$ cat config.mk
export PLATFORM = sky130hd
export DESIGN_NAME = brick_hit_arbiter_flat
export DESIGN_NICKNAME = d
export VERILOG_FILES = /design/src/rtl/brick_pkg.sv /design/src/rtl/brick_hit_arbiter_if.sv /design/src/rtl/brick_prio_enc.sv /design/src/rtl/brick_hit_arbiter.sv /design/src/flat_wrapper.sv
export SDC_FILE = /design/constraint.sdc
export NUM_CORES = 1
export LEC_CHECK = 0
export ABC_CLOCK_PERIOD_IN_PS = 2340
export CORE_ASPECT_RATIO = 1.1
export CORE_MARGIN = 2
export CORE_UTILIZATION = 52
export CTS_BUF_LIST = sky130_fd_sc_hd__clkbuf_2 sky130_fd_sc_hd__clkbuf_4 sky130_fd_sc_hd__clkbuf_8
export DETAILED_ROUTE_END_ITERATION = 8
export GPL_TIMING_DRIVEN = 0
export PLACE_DENSITY_LB_ADDON = 0.1
export SYNTH_ARGS = -nofsm -noshare
export SYNTH_HDL_FRONTEND = slang
export SYNTH_SLANG_ARGS = --single-unit
$ cat constraint.sdc
create_clock -name clk -period 2.34 [get_ports clk]
set_clock_uncertainty 0.2 [all_clocks]
set_input_delay 0.585 -clock clk [delete_from_list [all_inputs] [get_ports clk]]
set_output_delay 0.585 -clock clk [all_outputs]
set_load 0.02 [all_outputs]
$ cat src/rtl/brick_pkg.sv
// Shared widths and FSM state type for the brick hit arbiter.
package brick_pkg;
  localparam int unsigned NUM_BRICKS = 15;
  localparam int unsigned IDX_W      = 4;
  localparam int unsigned SCORE_W    = 8;
  localparam int unsigned SCORE_MAX  = (1 << SCORE_W) - 1;

  typedef enum logic [1:0] {
    IDLE    = 2'd0,
    PLAY    = 2'd1,
    LOCKOUT = 2'd2,
    CLEAR   = 2'd3
  } state_t;
endpackage

$ cat src/rtl/brick_hit_arbiter_if.sv
// Game-side bundle between the collision logic and the brick arbiter.
interface brick_hit_arbiter_if;
  import brick_pkg::*;

  logic                  frame_tick;
  logic                  start;
  logic [NUM_BRICKS-1:0] collide;
  logic [NUM_BRICKS-1:0] alive;
  logic                  hit_valid;
  logic [IDX_W-1:0]      hit_idx;
  logic [SCORE_W-1:0]    score;
  logic [IDX_W-1:0]      bricks_left;
  logic                  level_clear;

  modport master (
    output frame_tick, start, collide,
    input  alive, hit_valid, hit_idx, score, bricks_left, level_clear
  );

  modport slave (
    input  frame_tick, start, collide,
    output alive, hit_valid, hit_idx, score, bricks_left, level_clear
  );
endinterface

$ cat src/rtl/brick_prio_enc.sv
// Lowest-index-wins priority encoder over the brick request vector.
module brick_prio_enc
  import brick_pkg::*;
(
  input  logic [NUM_BRICKS-1:0] req,
  output logic                  any,
  output logic [IDX_W-1:0]      idx
);

  assign any = |req;

  // Scan from the top so the lowest set bit is written last.
  always_comb begin
    idx = '0;
    for (int i = NUM_BRICKS - 1; i >= 0; i--) begin
      if (req[i]) idx = IDX_W'(i);
    end
  end

endmodule

$ cat src/rtl/brick_hit_arbiter.sv
// Picks one brick per collision, tracks alive mask/score, and enforces a frame-based lockout.
module brick_hit_arbiter
  import brick_pkg::*;
#(
  parameter int unsigned LOCKOUT_FRAMES = 2,
  parameter int unsigned SCORE_STEP     = 1
) (
  input logic          clk,
  input logic          rst,
  brick_hit_arbiter_if.slave bus
);

  localparam int unsigned CNT_W = (LOCKOUT_FRAMES < 1) ? 1 : $clog2(LOCKOUT_FRAMES + 1);

  state_t                state, state_n;
  logic [NUM_BRICKS-1:0] alive, alive_n;
  logic [IDX_W-1:0]      left, left_n;
  logic [SCORE_W-1:0]    score, score_n;
  logic [CNT_W-1:0]      cnt, cnt_n;
  logic                  hit_valid, hit_valid_n;
  logic [IDX_W-1:0]      hit_idx, hit_idx_n;
  logic                  level_clear;
  logic                  lock_exit;

  logic                  win_any;
  logic [IDX_W-1:0]      win_idx;
  logic [31:0]           score_sum;
  logic [SCORE_W-1:0]    score_sat;

  brick_prio_enc u_prio (
    .req (bus.collide & alive),
    .any (win_any),
    .idx (win_idx)
  );

  assign score_sum = 32'(score) + SCORE_STEP;
  assign score_sat = (score_sum > SCORE_MAX) ? SCORE_W'(SCORE_MAX) : SCORE_W'(score_sum);

  always_ff @(posedge clk or negedge rst) begin
    if (!rst) begin
      state       <= IDLE;
      alive       <= '1;
      left        <= IDX_W'(NUM_BRICKS);
      score       <= '0;
      cnt         <= '0;
      hit_valid   <= 1'b0;
      hit_idx     <= '0;
      level_clear <= 1'b0;
    end else begin
      state       <= state_n;
      alive       <= alive_n;
      left        <= left_n;
      score       <= score_n;
      cnt         <= cnt_n;
      hit_valid   <= hit_valid_n;
      hit_idx     <= hit_idx_n;
      level_clear <= (state_n == CLEAR);
    end
  end

  always_comb begin
    state_n     = state;
    alive_n     = alive;
    left_n      = left;
    score_n     = score;
    cnt_n       = cnt;
    hit_valid_n = 1'b0;
    hit_idx_n   = hit_idx;
    lock_exit   = 1'b0;

    case (state)
      IDLE: begin
        if (bus.start) state_n = PLAY;
      end

      PLAY: begin
        if (win_any) begin
          alive_n     = alive & ~(NUM_BRICKS'(1) << win_idx);
          if (left != '0) left_n = left - IDX_W'(1);
          score_n     = score_sat;
          cnt_n       = CNT_W'(LOCKOUT_FRAMES);
          hit_valid_n = 1'b1;
          hit_idx_n   = win_idx;
          state_n     = LOCKOUT;
        end
      end

      // A zero count (LOCKOUT_FRAMES=0) leaves without waiting for a frame tick.
      LOCKOUT: begin
        if (cnt == '0) begin
          lock_exit = 1'b1;
        end else if (bus.frame_tick) begin
          cnt_n     = cnt - CNT_W'(1);
          lock_exit = (cnt == CNT_W'(1));
        end
        if (lock_exit) state_n = (left == '0) ? CLEAR : PLAY;
      end

      CLEAR: begin
        if (bus.start) begin
          alive_n = '1;
          left_n  = IDX_W'(NUM_BRICKS);
          state_n = PLAY;
        end
      end

      default: state_n = IDLE;
    endcase
  end

  assign bus.alive       = alive;
  assign bus.hit_valid   = hit_valid;
  assign bus.hit_idx     = hit_idx;
  assign bus.score       = score;
  assign bus.bricks_left = left;
  assign bus.level_clear = level_clear;

endmodule

$ cat src/flat_wrapper.sv
// flat-port wrapper written by rule: the top's interface ports become plain ports
module brick_hit_arbiter_flat import brick_pkg::*;
#(
  parameter int unsigned LOCKOUT_FRAMES = 2,
  parameter int unsigned SCORE_STEP     = 1
)
  (clk, rst, bus_frame_tick, bus_start, bus_collide, bus_alive, bus_hit_valid, bus_hit_idx, bus_score, bus_bricks_left, bus_level_clear);
  brick_hit_arbiter_if bus_i ();
  input logic clk;
  input logic rst;
  input wire logic [$bits(bus_i.frame_tick)-1:0] bus_frame_tick;
  input wire logic [$bits(bus_i.start)-1:0] bus_start;
  input wire logic [$bits(bus_i.collide)-1:0] bus_collide;
  output wire logic [$bits(bus_i.alive)-1:0] bus_alive;
  output wire logic [$bits(bus_i.hit_valid)-1:0] bus_hit_valid;
  output wire logic [$bits(bus_i.hit_idx)-1:0] bus_hit_idx;
  output wire logic [$bits(bus_i.score)-1:0] bus_score;
  output wire logic [$bits(bus_i.bricks_left)-1:0] bus_bricks_left;
  output wire logic [$bits(bus_i.level_clear)-1:0] bus_level_clear;
  assign bus_i.frame_tick = bus_frame_tick;
  assign bus_i.start = bus_start;
  assign bus_i.collide = bus_collide;
  assign bus_alive = bus_i.alive;
  assign bus_hit_valid = bus_i.hit_valid;
  assign bus_hit_idx = bus_i.hit_idx;
  assign bus_score = bus_i.score;
  assign bus_bricks_left = bus_i.bricks_left;
  assign bus_level_clear = bus_i.level_clear;
  brick_hit_arbiter #(.LOCKOUT_FRAMES(LOCKOUT_FRAMES), .SCORE_STEP(SCORE_STEP)) u_core (.clk(clk), .rst(rst), .bus(bus_i));
endmodule
* Yosys cells after proc, flatten, opt, wreduce, memory -nomap -nowiden
Index checks and enable logic that the tools add are counted.
Word-level totals: register bits 37, input port bits 19, word-level logic and storage cells 75
Cells by class: $add $sub $neg 3, $lt $le $gt $ge 1, equal/unequal tests 10, shifts and indexed selects 1, multiplexer cells 37, bitwise gates (word level) 3, reductions and logical operators 12
Operators by type and width (number):
- $mux W4 | 18
- $gt A32 B8 Y1 const B | 1
- $and A15 B15 Y15 | 2
- $mux W15 | 2
- $pmux W15 S2 | 1
- $not A15 Y15 | 1
- $reduce_or A15 Y1 | 1
- $shl A1 B4 Y15 const A | 1
- $mux W2 | 7
- $add A8 B1 Y9 const B | 1
- $mux W8 | 1
- $ne A2 B2 Y1 const B | 4
- $pmux W4 S2 | 1
- $reduce_and A4 Y1 | 2
- $eq A2 B2 Y1 const B | 3
- $pmux W2 S3 | 1
- $mux W1 | 5
- $eq A2 B1 Y1 const B | 2
- $logic_not A2 Y1 | 2
- $logic_not A4 Y1 | 1
- $pmux W2 S2 | 1
- $reduce_bool A2 Y1 | 2
- $reduce_bool A4 Y1 | 1
- $sub A4 B1 Y4 const B | 1
- other kinds (5) | 5

* Longest topological paths before layout
word-level depth 21, depth in mapped cells 7, mapped depth without buffers 7

* Cells and area by module
From an unflattened synthesis, not the netlist that was laid out.
Second synthesis, totals: cells, all modules 229, area, all modules 2123.3 um^2
Modules (own cells, without submodules):
- brick_hit_arbiter | times used 1, cells each 202, area each 1964.4 um^2
- brick_prio_enc | times used 1, cells each 27, area each 158.9 um^2

* Worst setup path before layout
Ideal clock, no wire load.
path type input -> register, from input port bus_collide[13], to register u_core.score[5], in the netlist u_core.bus.score[5], arrival 1.989 ns, slack 0.023 ns, stages on the path 7, path buffers 1, path through a222oi_1 > nand3_2 > o21ai_2 > inv_2 > buf_6 > nand4_2 > mux2_1
On the way: longest elaborated chain between the ends 3
RTL lines:
- from (decl) | RTL line flat_wrapper.sv:13 | input wire logic [$bits(bus_i.collide)-1:0] bus_collide;
- $and A15 B15 Y15 | RTL line brick_hit_arbiter.sv:31 | .req (bus.collide & alive),
- $reduce_or A15 Y1 | RTL line brick_prio_enc.sv:10 | assign any = |req;
- $reduce_and A2 Y1 (no line)
- to (signal assigned) | RTL line brick_hit_arbiter.sv:53 | score <= score_n;
- to (decl) | RTL line brick_hit_arbiter.sv:18 | logic [SCORE_W-1:0] score, score_n;
Every way passes these cells. A chain may end at the register's enable or synchronous reset.

* Final worst setup path
Ends and elaborated chain as after synthesis.

==> metrics.log <==
[metrics] Antenna Nets Post-Route: 0
[metrics] clock insertion delay at the later pin of the skew report: 0.29 ns
[metrics] I/O Buffers: between 50 and 60
[metrics] Total Wirelength: 5970 µm
[metrics] number of placement rows: 24
[metrics] share of the core filled with cells: 0.785
[metrics] detailed-router iteration count before antenna repair: 4
[metrics] critical path class: input port to flop
[metrics] area post-placement: 2790 µm²
[metrics] shortest period the worst path allows: approximately 2.3 ns
[metrics] kind of launch point of the worst setup path: input port
[metrics] portion of the post-synthesis area used by sequential elements: 0.429
[metrics] Slew Viols, Final: 0
[metrics] initial antenna violation count: 0
[metrics] final number of setup-violating endpoints: 0
[metrics] share of Yosys cell area claimed by the top area cell type: 0.225
[metrics] mean post-synth cell area: 9.80 µm²
[metrics] overflow left after global routing: 0
[metrics] static leakage: about 1.4 nW
[metrics] CTS sink cnt: 37
[metrics] worst hold slack after final layout: 0.180 ns
[metrics] filler cell count in the final layout: 281
[metrics] H-Tree Depth: 2
[metrics] final HPWL from detailed placement: 3890 µm
[metrics] FF-to-FF setup slack: 0.16 ns
[metrics] max_cap viols: 0
[metrics] DRC errors left: 0
[metrics] power density of the placed cells: 1450 nW/µm²
[metrics] area of the die: 4800 µm²
[metrics] IR drop worst, VDD: 0.871 mV
[metrics] leading post-synthesis cells by cell area: sky130_fd_sc_hd__dfstp_2 (23%), sky130_fd_sc_hd__dfrtp_1 (20%), sky130_fd_sc_hd__ha_1 (4.5%)
[metrics] wire length of the first global-routing pass: approximately 9600 µm
[metrics] routed via count divided by cell count: 6.18
[metrics] clock transition at the registers of the reported paths: 0.08 ns
[metrics] transition time of the tightest slew-check pin: between 0.8 and 0.9 ns
[metrics] Crit. End Element: flop
[metrics] cell at the root of the clock tree: sky130_fd_sc_hd__clkbuf_8
[metrics] via count of the first global-routing pass: 2016
[metrics] Worst Hold Class: input port to async pin
[metrics] run status: complete, no violations
[metrics] Final period util: 0.979
[metrics] weighted congestion reported at the end of routability-driven placement: 0.819
[metrics] predominant post-synthesis flop cell: sky130_fd_sc_hd__dfstp_2
[metrics] area of the mapped netlist: 2220 µm²
[metrics] fraction of layout cells with a size suffix above 1: 0.274
[metrics] data arrival time of the critical path: 2.27 ns
[metrics] total nets after synthesis: 253
[metrics] drt wl/cell: about 17 µm
[metrics] critical-path cell list: clkdlybuf4s15_1, a222oi_1, buf_4, nand3_4, o21ai_4, inv_2, buf_8, nand4_2, mux2_4
[metrics] crit path max fanout: 9
[metrics] largest net degree at the start of global routing: 38
[metrics] number of endpoints with negative hold slack in the final report: 0
[metrics] starting utilization of the core area: 0.551
[metrics] Slowest Stage Delay on Critical Path: 0.37 ns
[metrics] post-route cell area: 3160 µm²
[metrics] count of synthesis-stage warnings from yosys: 0
[metrics] count of vias placed by the detailed router: 2150
[metrics] die height: 72.5 µm
[metrics] total chip power: 0.00456 W
[metrics] normalized max-slew margin: 0.454
[metrics] WP buf/inv: 4
[metrics] achievable frequency: 436 MHz
[metrics] cell count after synthesis: ~230
[metrics] Top delay family on crit path: buffers and inverters
[metrics] area delta synth->final: 42.5%
[metrics] initial detailed-routing violation count: around 150
[metrics] antenna cell count: 0
[metrics] count of cell types in the netlist: between 50 and 60
[metrics] count of flip-flops with a built-in enable after synthesis: 0
[metrics] Clock Tree Buf Depth: 2
[metrics] cell accounting for the most synthesized area: sky130_fd_sc_hd__dfstp_2
[metrics] total I/O pin count: 52
[metrics] TritonCTS clock tree: built
[metrics] required time of the critical path: about 2.3 ns
[metrics] register bit total from synthesis: 37
[metrics] Critical-path top delay cell: sky130_fd_sc_hd__a222oi_1
[metrics] clock buffer count from CTS: 5
[metrics] net count of the finished layout: between 300 and 400
[metrics] width of the die: 66.2 µm
[metrics] Post-synth ARST share: 1.00
[metrics] GRT Total Usage: 0.259
[metrics] floorplan core area: 4020 µm²
-- timing repair --
action                     in CTS  in global routing
hold buffers                    0                  0
pin swaps                       6                 12
gates resized for setup        21                 30
setup endpoints to repair      32                 26
setup buffers                   7                  5
-- per-layer routing --
layer | vias up | routed length (µm) | track usage
li1 | 1001 | - | -
met1 | 1052 | 2570 | 0.350
met2 | 84 | 2920 | 0.399
met3 | 13 | 381 | 0.0543
met4 | 0 | 106 | 0.118
met5 | - | 0 | 0
-- sequential cells by signal (all words and copies together) (netlist names) --
| signal | count |
|---|---|
| u_core.bus.alive | 15 |
| u_core.bus.bricks_left | 4 |
| u_core.bus.hit_idx | 4 |
| u_core.bus.hit_valid | 1 |
| u_core.bus.level_clear | 1 |
| u_core.bus.score | 8 |
| u_core.cnt | 2 |
| u_core.state | 2 |
-- kinds of logic after synthesis --
logic type	after synthesis	share of synthesized area
AOI/OAI and AO/OA	80	0.265
adders and majority gates	8	0.0452
buffers and inverters	20	0.0401
DFF	37	0.429
muxes	7	0.0407
and+or+nand+nor	74	0.181
-- Yosys cell counts (all sizes together), types with 2 or more instances --
| library cell | number |
|---|---|
| a211oi | 2 |
| a21boi | 2 |
| a21o | 2 |
| a21oi | 17 |
| a221oi | 2 |
| a22o | 4 |
| a22oi | 7 |
| a31oi | 10 |
| a32oi | 2 |
| a41oi | 6 |
| and2 | 4 |
| and3 | 4 |
| and3b | 3 |
| and4 | 2 |
| buf | 4 |
| clkbuf | 3 |
| dfrtp | 18 |
| dfstp | 19 |
| ha | 8 |
| inv | 13 |
| mux2 | 7 |
| nand2 | 19 |
| nand3 | 6 |
| nand4 | 5 |
| nor2 | 19 |
| nor3 | 4 |
| o21a | 3 |
| o21ai | 11 |
| o22a | 2 |
| or3 | 2 |
-- stage by stage --
stage	cells	TNS (ns)	setup slack, ns
6_report	348	0	0.0481
5_1_grt	348	-0.00785	-0.00785
4_1_cts	344	-0.146	-0.0899
3_5_place_dp	329	-17.14	-0.728
3_3_place_gp	329	-22.78	-0.711
2_1_floorplan	226	0	0.0230
-- area by class of cell --
| type | count | area (µm²) | share of cell area |
|---|---|---|---|
| clock inverters | 1 | 5.00 | 0.00158 |
| multi-input cells | 169 | 1310 | 0.415 |
| clock buffers | 7 | 96.3 | 0.0305 |
| plain buffers | 6 | 52.6 | 0.0166 |
| repair buffers | 63 | 631 | 0.200 |
| flip-flops and latches | 37 | 950 | 0.301 |
| well taps | 52 | 65.1 | 0.0206 |
| inverters | 13 | 48.8 | 0.0155 |
-- final timing paths --
kind                                                         from                                 to  cells after the start
worst max-delay path                              bus_collide[13]    u_core.bus.score[5]$_DFFE_PN0P_                      9
worst min-delay path                                          rst          u_core.cnt[0]$_DFFE_PN0P_                      1
worst max register to register   u_core.bus.alive[13]$_DFFE_PN1P_   u_core.bus.alive[11]$_DFFE_PN1P_                      7
worst min register to register  u_core.bus.hit_idx[2]$_DFFE_PN0P_  u_core.bus.hit_idx[2]$_DFFE_PN0P_                      2
max in group asynchronous                                     rst    u_core.bus.score[7]$_DFFE_PN0P_                      1
min in group clk                u_core.bus.hit_idx[2]$_DFFE_PN0P_  u_core.bus.hit_idx[2]$_DFFE_PN0P_                      2
-- placed cells by master (no fill, tap or decap), drive strengths merged, types with 5 or more instances in the layout --
master	n
a21oi	17
a22oi	7
a31oi	10
a41oi	6
buf	17
clkbuf	9
clkdlybuf4s50	35
dfrtp	18
dfstp	19
dlymetal6s2s	13
ha	8
inv	13
mux2	7
nand2	19
nand3	6
nand4	5
nor2	19
o21ai	11
-- report_power, final --
group / internal [W] / switching, W / total [W]
Sequential: 0.00105 / 0.000353 / 0.00140
Combinational: 0.00126 / 0.00141 / 0.00266
Clock: 0.000266 / 0.000235 / 0.000502
(Power assumes the default switching activity.)
